[src/rtl/bcd_digit_formatter_pkg.sv]
// Shared digit-code layout, error glyph and FSM state type for the seven-segment
// formatting path (digit code = {enable, dp, hex}).
package seven_segment_pkg;

    typedef logic [5:0] digit_code_t;

    localparam int          DIGIT_ENABLE_BIT = 5;
    localparam int          DIGIT_DP_BIT     = 4;
    localparam logic [3:0]  DIGIT_HEX_ERROR  = 4'hE;

    typedef enum logic [1:0] {
        IDLE,
        CONVERT,
        COMMIT
    } bcd_state_t;

    // 10**n as a 64-bit constant; used to size the overflow threshold at elaboration.
    function automatic logic [63:0] pow10(input int n);
        logic [63:0] r;
        r = 64'd1;
        for (int k = 0; k < n; k++) begin
            r = r * 64'd10;
        end
        return r;
    endfunction

endpackage

[src/rtl/bcd_digit_formatter_shift_add3.sv]
// One double-dabble step: add 3 to every BCD nibble >= 5, then shift left by one
// bit, inserting the next binary MSB at the bottom.
module bcd_shift_add3 #(
    parameter int NUMBER_OF_DIGITS = 6
) (
    input  logic [4*NUMBER_OF_DIGITS-1:0] bcd_i,
    input  logic                          shift_in_i,
    output logic [4*NUMBER_OF_DIGITS-1:0] bcd_o
);

    logic [4*NUMBER_OF_DIGITS-1:0] adj;

    always_comb begin
        adj = bcd_i;
        for (int i = 0; i < NUMBER_OF_DIGITS; i++) begin
            if (bcd_i[4*i +: 4] >= 4'd5) begin
                adj[4*i +: 4] = bcd_i[4*i +: 4] + 4'd3;
            end
        end
        // The carry out of the top nibble is intentionally lost; overflow is handled upstream.
        bcd_o = (adj << 1) | {{(4*NUMBER_OF_DIGITS-1){1'b0}}, shift_in_i};
    end

endmodule

[src/rtl/bcd_digit_formatter.sv]
// Iterative binary-to-BCD formatter producing {enable, dp, hex} codes per digit.
// Define BCD_LEADING_ZERO_BLANK_EN to blank leading zeros; otherwise all digits are lit.
module bcd_digit_formatter
    import seven_segment_pkg::*;
#(
    parameter int NUMBER_OF_DIGITS = 6,
    parameter int VALUE_WIDTH      = 20
) (
    input  logic                        clock,
    input  logic                        reset,
    input  logic                        value_valid,
    output logic                        value_ready,
    input  logic [VALUE_WIDTH-1:0]      value,
    input  logic [NUMBER_OF_DIGITS-1:0] dp_select,
    output digit_code_t                 digits [0:NUMBER_OF_DIGITS-1],
    output logic                        overflow,
    output logic                        done
);

    localparam int          BCD_W     = 4 * NUMBER_OF_DIGITS;
    localparam int          CNT_W     = (VALUE_WIDTH > 1) ? $clog2(VALUE_WIDTH) : 1;
    localparam logic [63:0] OVF_LIMIT = pow10(NUMBER_OF_DIGITS);

    if (NUMBER_OF_DIGITS < 1 || NUMBER_OF_DIGITS > 8) begin : g_bad_digits
        $error("bcd_digit_formatter: NUMBER_OF_DIGITS must be in 1..8");
    end
    if (VALUE_WIDTH < 1 || VALUE_WIDTH > 27) begin : g_bad_width
        $error("bcd_digit_formatter: VALUE_WIDTH must be in 1..27");
    end

    bcd_state_t                  state_q;
    logic                        ready_q;
    logic                        done_q;
    logic                        overflow_q;
    digit_code_t                 digits_q [0:NUMBER_OF_DIGITS-1];

    logic [VALUE_WIDTH-1:0]      value_q;
    logic [NUMBER_OF_DIGITS-1:0] dp_q;
    logic                        ovf_pend_q;
    logic [BCD_W-1:0]            bcd_q;
    logic [CNT_W-1:0]            cnt_q;

    logic [BCD_W-1:0]            bcd_d;
    digit_code_t                 digits_d [0:NUMBER_OF_DIGITS-1];

    bcd_shift_add3 #(
        .NUMBER_OF_DIGITS(NUMBER_OF_DIGITS)
    ) u_shift_add3 (
        .bcd_i      (bcd_q),
        .shift_in_i (value_q[cnt_q]),
        .bcd_o      (bcd_d)
    );

    // Commit image, built from the finished accumulator and the latched dp mask.
    always_comb begin
`ifdef BCD_LEADING_ZERO_BLANK_EN
        logic lit_above;
        lit_above = 1'b0;
`endif
        for (int i = NUMBER_OF_DIGITS - 1; i >= 0; i--) begin
            digits_d[i] = '0;
            if (ovf_pend_q) begin
                digits_d[i][DIGIT_ENABLE_BIT] = 1'b1;
                digits_d[i][3:0]              = DIGIT_HEX_ERROR;
            end else begin
`ifdef BCD_LEADING_ZERO_BLANK_EN
                // A digit stays lit if it or anything more significant is nonzero or dotted.
                lit_above = lit_above | (bcd_q[4*i +: 4] != 4'd0) | dp_q[i];
                digits_d[i][DIGIT_ENABLE_BIT] = lit_above | (i == 0);
`else
                digits_d[i][DIGIT_ENABLE_BIT] = 1'b1;
`endif
                digits_d[i][DIGIT_DP_BIT] = dp_q[i];
                digits_d[i][3:0]          = bcd_q[4*i +: 4];
            end
        end
    end

    always_ff @(posedge clock) begin
        if (!reset) begin
            state_q    <= IDLE;
            ready_q    <= 1'b0;
            done_q     <= 1'b0;
            overflow_q <= 1'b0;
            for (int i = 0; i < NUMBER_OF_DIGITS; i++) begin
                digits_q[i] <= '0;
            end
        end else begin
            done_q <= 1'b0;
            case (state_q)
                IDLE: begin
                    ready_q <= 1'b1;
                    if (value_valid && ready_q) begin
                        value_q    <= value;
                        dp_q       <= dp_select;
                        ovf_pend_q <= (64'(value) >= OVF_LIMIT);
                        bcd_q      <= '0;
                        cnt_q      <= CNT_W'(VALUE_WIDTH - 1);
                        ready_q    <= 1'b0;
                        state_q    <= CONVERT;
                    end
                end
                CONVERT: begin
                    bcd_q <= bcd_d;
                    if (cnt_q == '0) begin
                        state_q <= COMMIT;
                    end else begin
                        cnt_q <= cnt_q - CNT_W'(1);
                    end
                end
                COMMIT: begin
                    digits_q   <= digits_d;
                    overflow_q <= ovf_pend_q;
                    done_q     <= 1'b1;
                    ready_q    <= 1'b1;
                    state_q    <= IDLE;
                end
                default: begin
                    state_q <= IDLE;
                end
            endcase
        end
    end

    assign value_ready = ready_q;
    assign done        = done_q;
    assign overflow    = overflow_q;
    assign digits      = digits_q;

endmodule

[config.mk]
export PLATFORM = sky130hd
export DESIGN_NAME = bcd_digit_formatter
export DESIGN_NICKNAME = d
export VERILOG_FILES = /design/src/rtl/bcd_digit_formatter_pkg.sv /design/src/rtl/bcd_digit_formatter_shift_add3.sv /design/src/rtl/bcd_digit_formatter.sv
export SDC_FILE = /design/constraint.sdc
export NUM_CORES = 1
export LEC_CHECK = 0
export BUFFER_PORTS_ARGS = -buffer_cell sky130_fd_sc_hd__buf_2
export CAP_MARGIN = 20
export CORE_UTILIZATION = 28
export CTS_CLUSTER_SIZE = 24
export DETAILED_ROUTE_END_ITERATION = 8
export MAX_ROUTING_LAYER = met4
export PLACE_DENSITY = 0.46
export SYNTH_ARGS = -nofsm -noshare
export SYNTH_HDL_FRONTEND = slang
export SYNTH_SLANG_ARGS = --single-unit
[constraint.sdc]
create_clock -name clock -period 3.1 [get_ports clock]
set_clock_uncertainty 0.05 [all_clocks]
set_input_delay 0.155 -clock clock [delete_from_list [all_inputs] [get_ports clock]]
set_output_delay 0.155 -clock clock [all_outputs]
set_load 0.005 [all_outputs]
==> flow_metrics.tcl, run 1 <==
set metrics [dict create \
    synth_common_cells "edfxtp_1, nor2_1, dfxtp_1" \
    cts_tree "built" \
    criticalPathCategory "reg -> reg" \
    critPathSlowestCell "a311oi_1" \
    synth_top_area_cell "edfxtp_1" \
    highest_layer "met4" \
    drt_iter0_markers 165 \
    ctsLongestPathBuffers 2 \
    fillers 1390 \
    max_freq_ghz 0.445 \
    drcViolationCount 0 \
    core_area_sq_mm 0.0140 \
    vias_per_cell 4.51 \
    grt_setup_unrepaired "false" \
    cts.clk_slew.worst_paths_ns 0.06 \
    critPathMaxFanout 9 \
    synth-seq-area-share_pct 58.7 \
    grtUsageTotal_pct 12.8 \
    fp.dieW_um 123 \
    hold_viol 0 \
    grt_pass1_vias 2807 \
    overflow 0 \
    period_minus_slack_ns 2.25 \
    antenna_found_initial 0 \
    arrival_ns 2.17 \
    clk_latency_ns 0.35 \
    fin_crit_sh_pct 72.5 \
    syn_nets 411 \
    io_pins 68 \
    post-place-cells 598 \
    wl_per_cell_um 13.3 \
    num_vias 2888 \
    route.met2.wl_um 4040 \
    worstHoldPathType "in -> reg" \
    finalNetCount 497 \
    port_buffers 67 \
    clock-sinks 92 \
    first_pass_iters 4 \
    grt_start_max_net_pins 38 \
    max_stage_delay_ns 0.81 \
    final_layout_size_suffix_gt1_share_pct 19.8 \
    synth.cell_area_sq_mm 0.00409 \
    worst_slew_pin_slew_ns 0.993 \
    ys_ff_latch 92 \
    cts_buffers 9 \
    finalSetupViolations 0 \
    gp_congestion 0.780 \
    placementRows 43 \
    yosys_warnings 0 \
    die_y_um 123 \
    power_density_mw_per_mm2 499 \
    status "finished, final reports clean" \
    yosys.cell_count.top_type "edfxtp_1" \
    fin_cells 640 \
    slew-limit-headroom_pct 33.8 \
    maxCapViolCount 0 \
    dieArea_sq_mm 0.0151 \
    antenna_left 0 \
    cp-end-kind "flop" \
    setup_tns_ns 0 \
    required_ns 3.02 \
    placed_area_sq_mm 0.00456 \
    cp-start-kind "flop" \
    asyncSetResetFlopFracSynth_pct 0 \
    h-tree-depth 3 \
    synth_area_leaders "edfxtp_1, dfxtp_1, ha_1" \
    dpl.hpwl_um 5690 \
    grt_pass1_wl_um 13900 \
    synth_ff_type "edfxtp_1" \
    initial_core_util_pct 29.1 \
    met1_length_um 3950 \
    dr_wl_met3_um 352 \
    slew_violations 0 \
    synth_cell_type_count 39 \
    diodes 0 \
    ir_drop_mv 0.244 \
    synth_top_area_share_pct 41.1 \
    power.leakage_nw 1.93 \
    routed_wl_um 8490 \
    netlist_instances 369 \
    area_growth_pct 24.3 \
    synth.avg_cell_area_sq_um 11.1 \
    path_cells "inv_1 > ha_1 > and2_1 > a311oi_1" \
    cts_root_buf "clkbuf_16" \
    synth_edf_count 56 \
    fin_area_sq_mm 0.00508 \
]
-- cells in the final DEF, fill, tap and decap left out, types with 2 or more instances in the layout --
cell type and instances:
a211oi_1 6, a21boi_0 12, a21oi_1 14, a311oi_1 2, and2_1 2, buf_2 67
buf_4 5, clkbuf_16 9, clkinv_1 3, clkinvlp_4 2, dfxtp_1 36, dlygate4sd3_1 26
edfxtp_1 56, ha_1 13, inv_1 15, mux2i_1 8, nand2_1 33, nand2b_1 8
nand3_1 4, nand3b_1 6, nand4_1 3, nor2_1 37, nor2b_1 7, nor3_1 24
nor3b_1 19, o21ai_0 6, or3_1 6, xnor2_1 9, xor2_1 5
-- per-stage QoR --
step	util [%]	power [mW]	hold WS (ns)	setup WS, ns
2_1_floorplan	-	1.49	0.204	0.169
3_3_place_gp	32.5	1.54	0.282	0.908
3_5_place_dp	32.5	1.54	0.283	0.829
4_1_cts	36.2	2.58	0.141	0.807
5_1_grt	36.2	2.65	0.157	0.664
6_report	36.2	2.54	0.154	0.853
-- repair_timing --
action	in CTS	in global routing
hold endpoints to repair	26	0
setup buffers	0	0
gates resized for setup	0	0
hold buffers	26	0
-- worst max-delay path, delay by kind of cell (launching register included) --
kind / cells / cell delay (ns)
compound gates: 1 / 0.81
flops: 1 / 0.51
fa+ha+maj: 1 / 0.23
simple gates: 1 / 0.18
buf+inv: 1 / 0.08
-- routing by layer --
metal  track usage (%)  vias up
met5                 -        -
met4              5.26        0
met3              3.72       13
met2              20.4       58
met1              15.1     1346
li1                  -     1471
-- cells by family after synthesis --
kind of cell    Yosys count  share of synthesized area, %
xor+xnor                 14                          3.00
compound gates           47                          7.71
buf+inv                  39                          4.80
flops                    92                          58.7
mux                       9                          2.51
fa+ha+maj                13                          3.98
simple gates            155                          19.3
-- report_power, final --
part	leakage (nW)	switching (mW)	internal, mW	total, mW
clock	0.121	0.462	0.534	0.996
combinational	1.01	0.0904	0.0846	0.175
sequential	0.806	0.0292	1.33	1.36
total	1.93	0.582	1.95	2.54
-- state kept, by name (all words and copies together), names as in the netlist --
name         count
value_q         20
bcd_q           24
ovf_pend_q       1
cnt_q            5
dp_q             6
state_q          2
value_ready      1
done             1
overflow         1
digits          31
-- cell type report --
class / count / area [sq um] / share of cell area, %
Multi-Input combinational cell: 238 / 1500 / 29.6
Tap cell: 180 / 225 / 4.43
Timing Repair Buffer: 98 / 633 / 12.5
Clock buffer: 10 / 229 / 4.50
Sequential cell: 92 / 2400 / 47.3
Clock inverter: 6 / 31.3 / 0.615
Inverter: 16 / 60.1 / 1.18
-- worst paths after layout --
kind | startpoint | to | slack [ns] | cells past startpoint
setup / recovery | cnt_q[0] | cnt_q[1] | 0.85 | 4
hold / removal | value_valid | value_ready | 0.15 | 3
setup reg to reg | cnt_q[0] | cnt_q[1] | 0.85 | 4
hold reg to reg | digits[24] | digits[24] | 0.41 | 2
(Power assumes the default switching activity.)
==> run 2, diff against run 1 <==
==> constraint.sdc (replaced) <==
create_clock -name clock -period 2.06 [get_ports clock]
set_clock_uncertainty 0.05 [all_clocks]
set_input_delay 0.103 -clock clock [delete_from_list [all_inputs] [get_ports clock]]
set_output_delay 0.103 -clock clock [all_outputs]
set_load 0.005 [all_outputs]
==> run 2 against run 1 <==
Sequential share of layout area shrank 1.2 points; flip-flop and latch count did not move; global-route usage rose by 0.12 points; design area grew 2.5%; critical path type unchanged; maximum frequency up 30%; largest cell class unchanged; combinational power grew 55%; utilization up 0.92 points.
==> flow_metrics.tcl, run 2 (same netlist as run 1, synthesis figures left out) <==
set metrics [dict create \
    power_mw 4.14 \
    grt_use_met3_pct 4.93 \
    fin_crit_sh_pct 84.0 \
    grt_pass1_wl_um 14000 \
    met2_usage_pct 21.1 \
    clock-sinks 92 \
    p_clk_share_pct 43.9 \
    criticalPathCategory "reg -> reg" \
    gp_congestion 0.802 \
    ctsLongestPathBuffers 2 \
    placementRows 43 \
    finalNetCount 505 \
    routed_wl_um 8480 \
    dpl.hpwl_um 5800 \
    worst_slew_pin_slew_ns 0.855 \
    post_cts_resized 0 \
    port_buffers 67 \
    cp-start-kind "flop" \
    fp.dieW_um 123 \
    largest_reg_flops 31 \
    utilization_pct 37.1 \
    p_sw_share_pct 22.4 \
    dieArea_sq_mm 0.0151 \
    finalSetupViolations 0 \
    grt_start_max_net_pins 36 \
    final_layout_size_suffix_gt1_share_pct 22.0 \
    p_comb_share_pct 6.6 \
    first_pass_iters 4 \
    antenna_left 0 \
    worst_hold_slack_ns 0.109 \
    period_minus_slack_ns 1.73 \
    cts_root_buf "clkbuf_16" \
    die_y_um 123 \
    placed_area_sq_mm 0.00463 \
    worstHoldPathType "in -> reg" \
    drt_iter0_markers 119 \
    cpLargestDelayFamily "flip-flops" \
    wl_per_cell_um 13.1 \
    h-tree-depth 3 \
    io_pins 68 \
    p_int_mw 3.21 \
    grt_pass1_vias 2873 \
    slew_violations 0 \
    critPathMaxFanout 6 \
    antenna_found_initial 0 \
    overflow 0 \
    initial_core_util_pct 29.1 \
    fillers 1407 \
    max_freq_ghz 0.578 \
    max_stage_delay_ns 0.50 \
    critPathBufInv 1 \
    critPathSlowestCell "edfxtp_1" \
    maxCapViolCount 0 \
    globalRouteMet1Util_pct 14.6 \
    cpMostUsedCell "nand3_1" \
    arrival_ns 1.88 \
    slew-limit-headroom_pct 43.0 \
    vias_per_cell 4.45 \
    required_ns 2.21 \
    path_cells "buf_4 > mux2i_1 > a2111oi_1 > nand3_1 > nand3_1" \
    cts_tree "built" \
    power.leakage_nw 2.00 \
    cts_buffers 9 \
    grtUsageTotal_pct 12.9 \
    core_area_sq_mm 0.0140 \
    hold_viol 0 \
    seqPwrFrac_pct 49.5 \
    clk_latency_ns 0.35 \
    cts.clk_slew.worst_paths_ns 0.07 \
    cp-end-kind "flop" \
    fin_area_sq_mm 0.00521 \
    area_growth_pct 27.4 \
    diodes 0 \
    drcViolationCount 0 \
    num_vias 2886 \
    layout_common_cells "buf_2, edfxtp_1, nor2_1" \
    power_density_mw_per_mm2 794 \
    power.switching_uw 928 \
    final_common_cell "buf_2" \
    ir_drop_mv 0.569 \
    grt_setup_unrepaired "false" \
    status "finished, final reports clean" \
    grt.busiest_layer "met2" \
]
[run 2: cell types whose count changed in the layout (fill, tap and decap cells not counted), sizes merged]
cell	before	now
clkbuf	10	9
inv	16	18
bufinv	0	2
buf	72	80
clkinv	4	1
[run 2: tightest hold or removal path, stage by stage]
cell	delay [ns]
buf_2	0.09
nor3b_1	0.17
a21oi_1	0.09
[run 2: what timing repair did]
| item | 4_1_cts | 5_1_grt |
|---|---|---|
| endpoints found under the hold margin | 26 | 0 |
| hold buffers | 26 | 0 |
| buffers inserted | 0 | 0 |
| setup endpoints to repair | 0 | 0 |
[run 2: power by group through the flow]
| stage | registers [mW] | clock network (mW) | logic, mW |
|---|---|---|---|
| floorplan | 2.07 | 0 | 0.163 |
| global placement | 2.09 | 0 | 0.235 |
| detailed placement | 2.09 | 0 | 0.240 |
| CTS | 2.05 | 1.88 | 0.278 |
| global route | 2.05 | 1.94 | 0.310 |
| finish | 2.05 | 1.82 | 0.272 |
[run 2: worst paths after layout]
path / slack (ns) / end / cells past startpoint / from
worst max-delay path: 0.33 / bcd_q[0] / 5 / cnt_q[3]
worst min-delay path: 0.11 / value_ready / 3 / value_valid
worst max register to register: 0.33 / bcd_q[0] / 5 / cnt_q[3]
worst min register to register: 0.41 / digits[24] / 2 / digits[24]
[run 2: cell type report]
| class | instances | area, sq um | area share [%] |
|---|---|---|---|
| inverters | 16 | 60.1 | 1.15 |
| flip-flops and latches | 92 | 2400 | 46.1 |
| clock buffers | 9 | 225 | 4.32 |
| repair buffers | 106 | 693 | 13.3 |
| multi-input cells | 238 | 1510 | 28.9 |
| well taps | 180 | 225 | 4.32 |
| clock inverters | 7 | 97.6 | 1.87 |
[run 2: routing by layer]
layer  wire [um]  up-vias
met3         391       10
met2        4140       55
met5           0        -
li1            -     1479
met4         116        0
met1        3840     1342
[run 2: per-stage QoR]
stage | std cells | setup TNS (ns) | worst slack [ns]
3_3_place_gp | 606 | 0 | 0.312
2_1_floorplan | 369 | -0.199 | -0.00828
5_1_grt | 648 | 0 | 0.201
3_5_place_dp | 606 | 0 | 0.338
6_report | 648 | 0 | 0.329
4_1_cts | 648 | 0 | 0.307
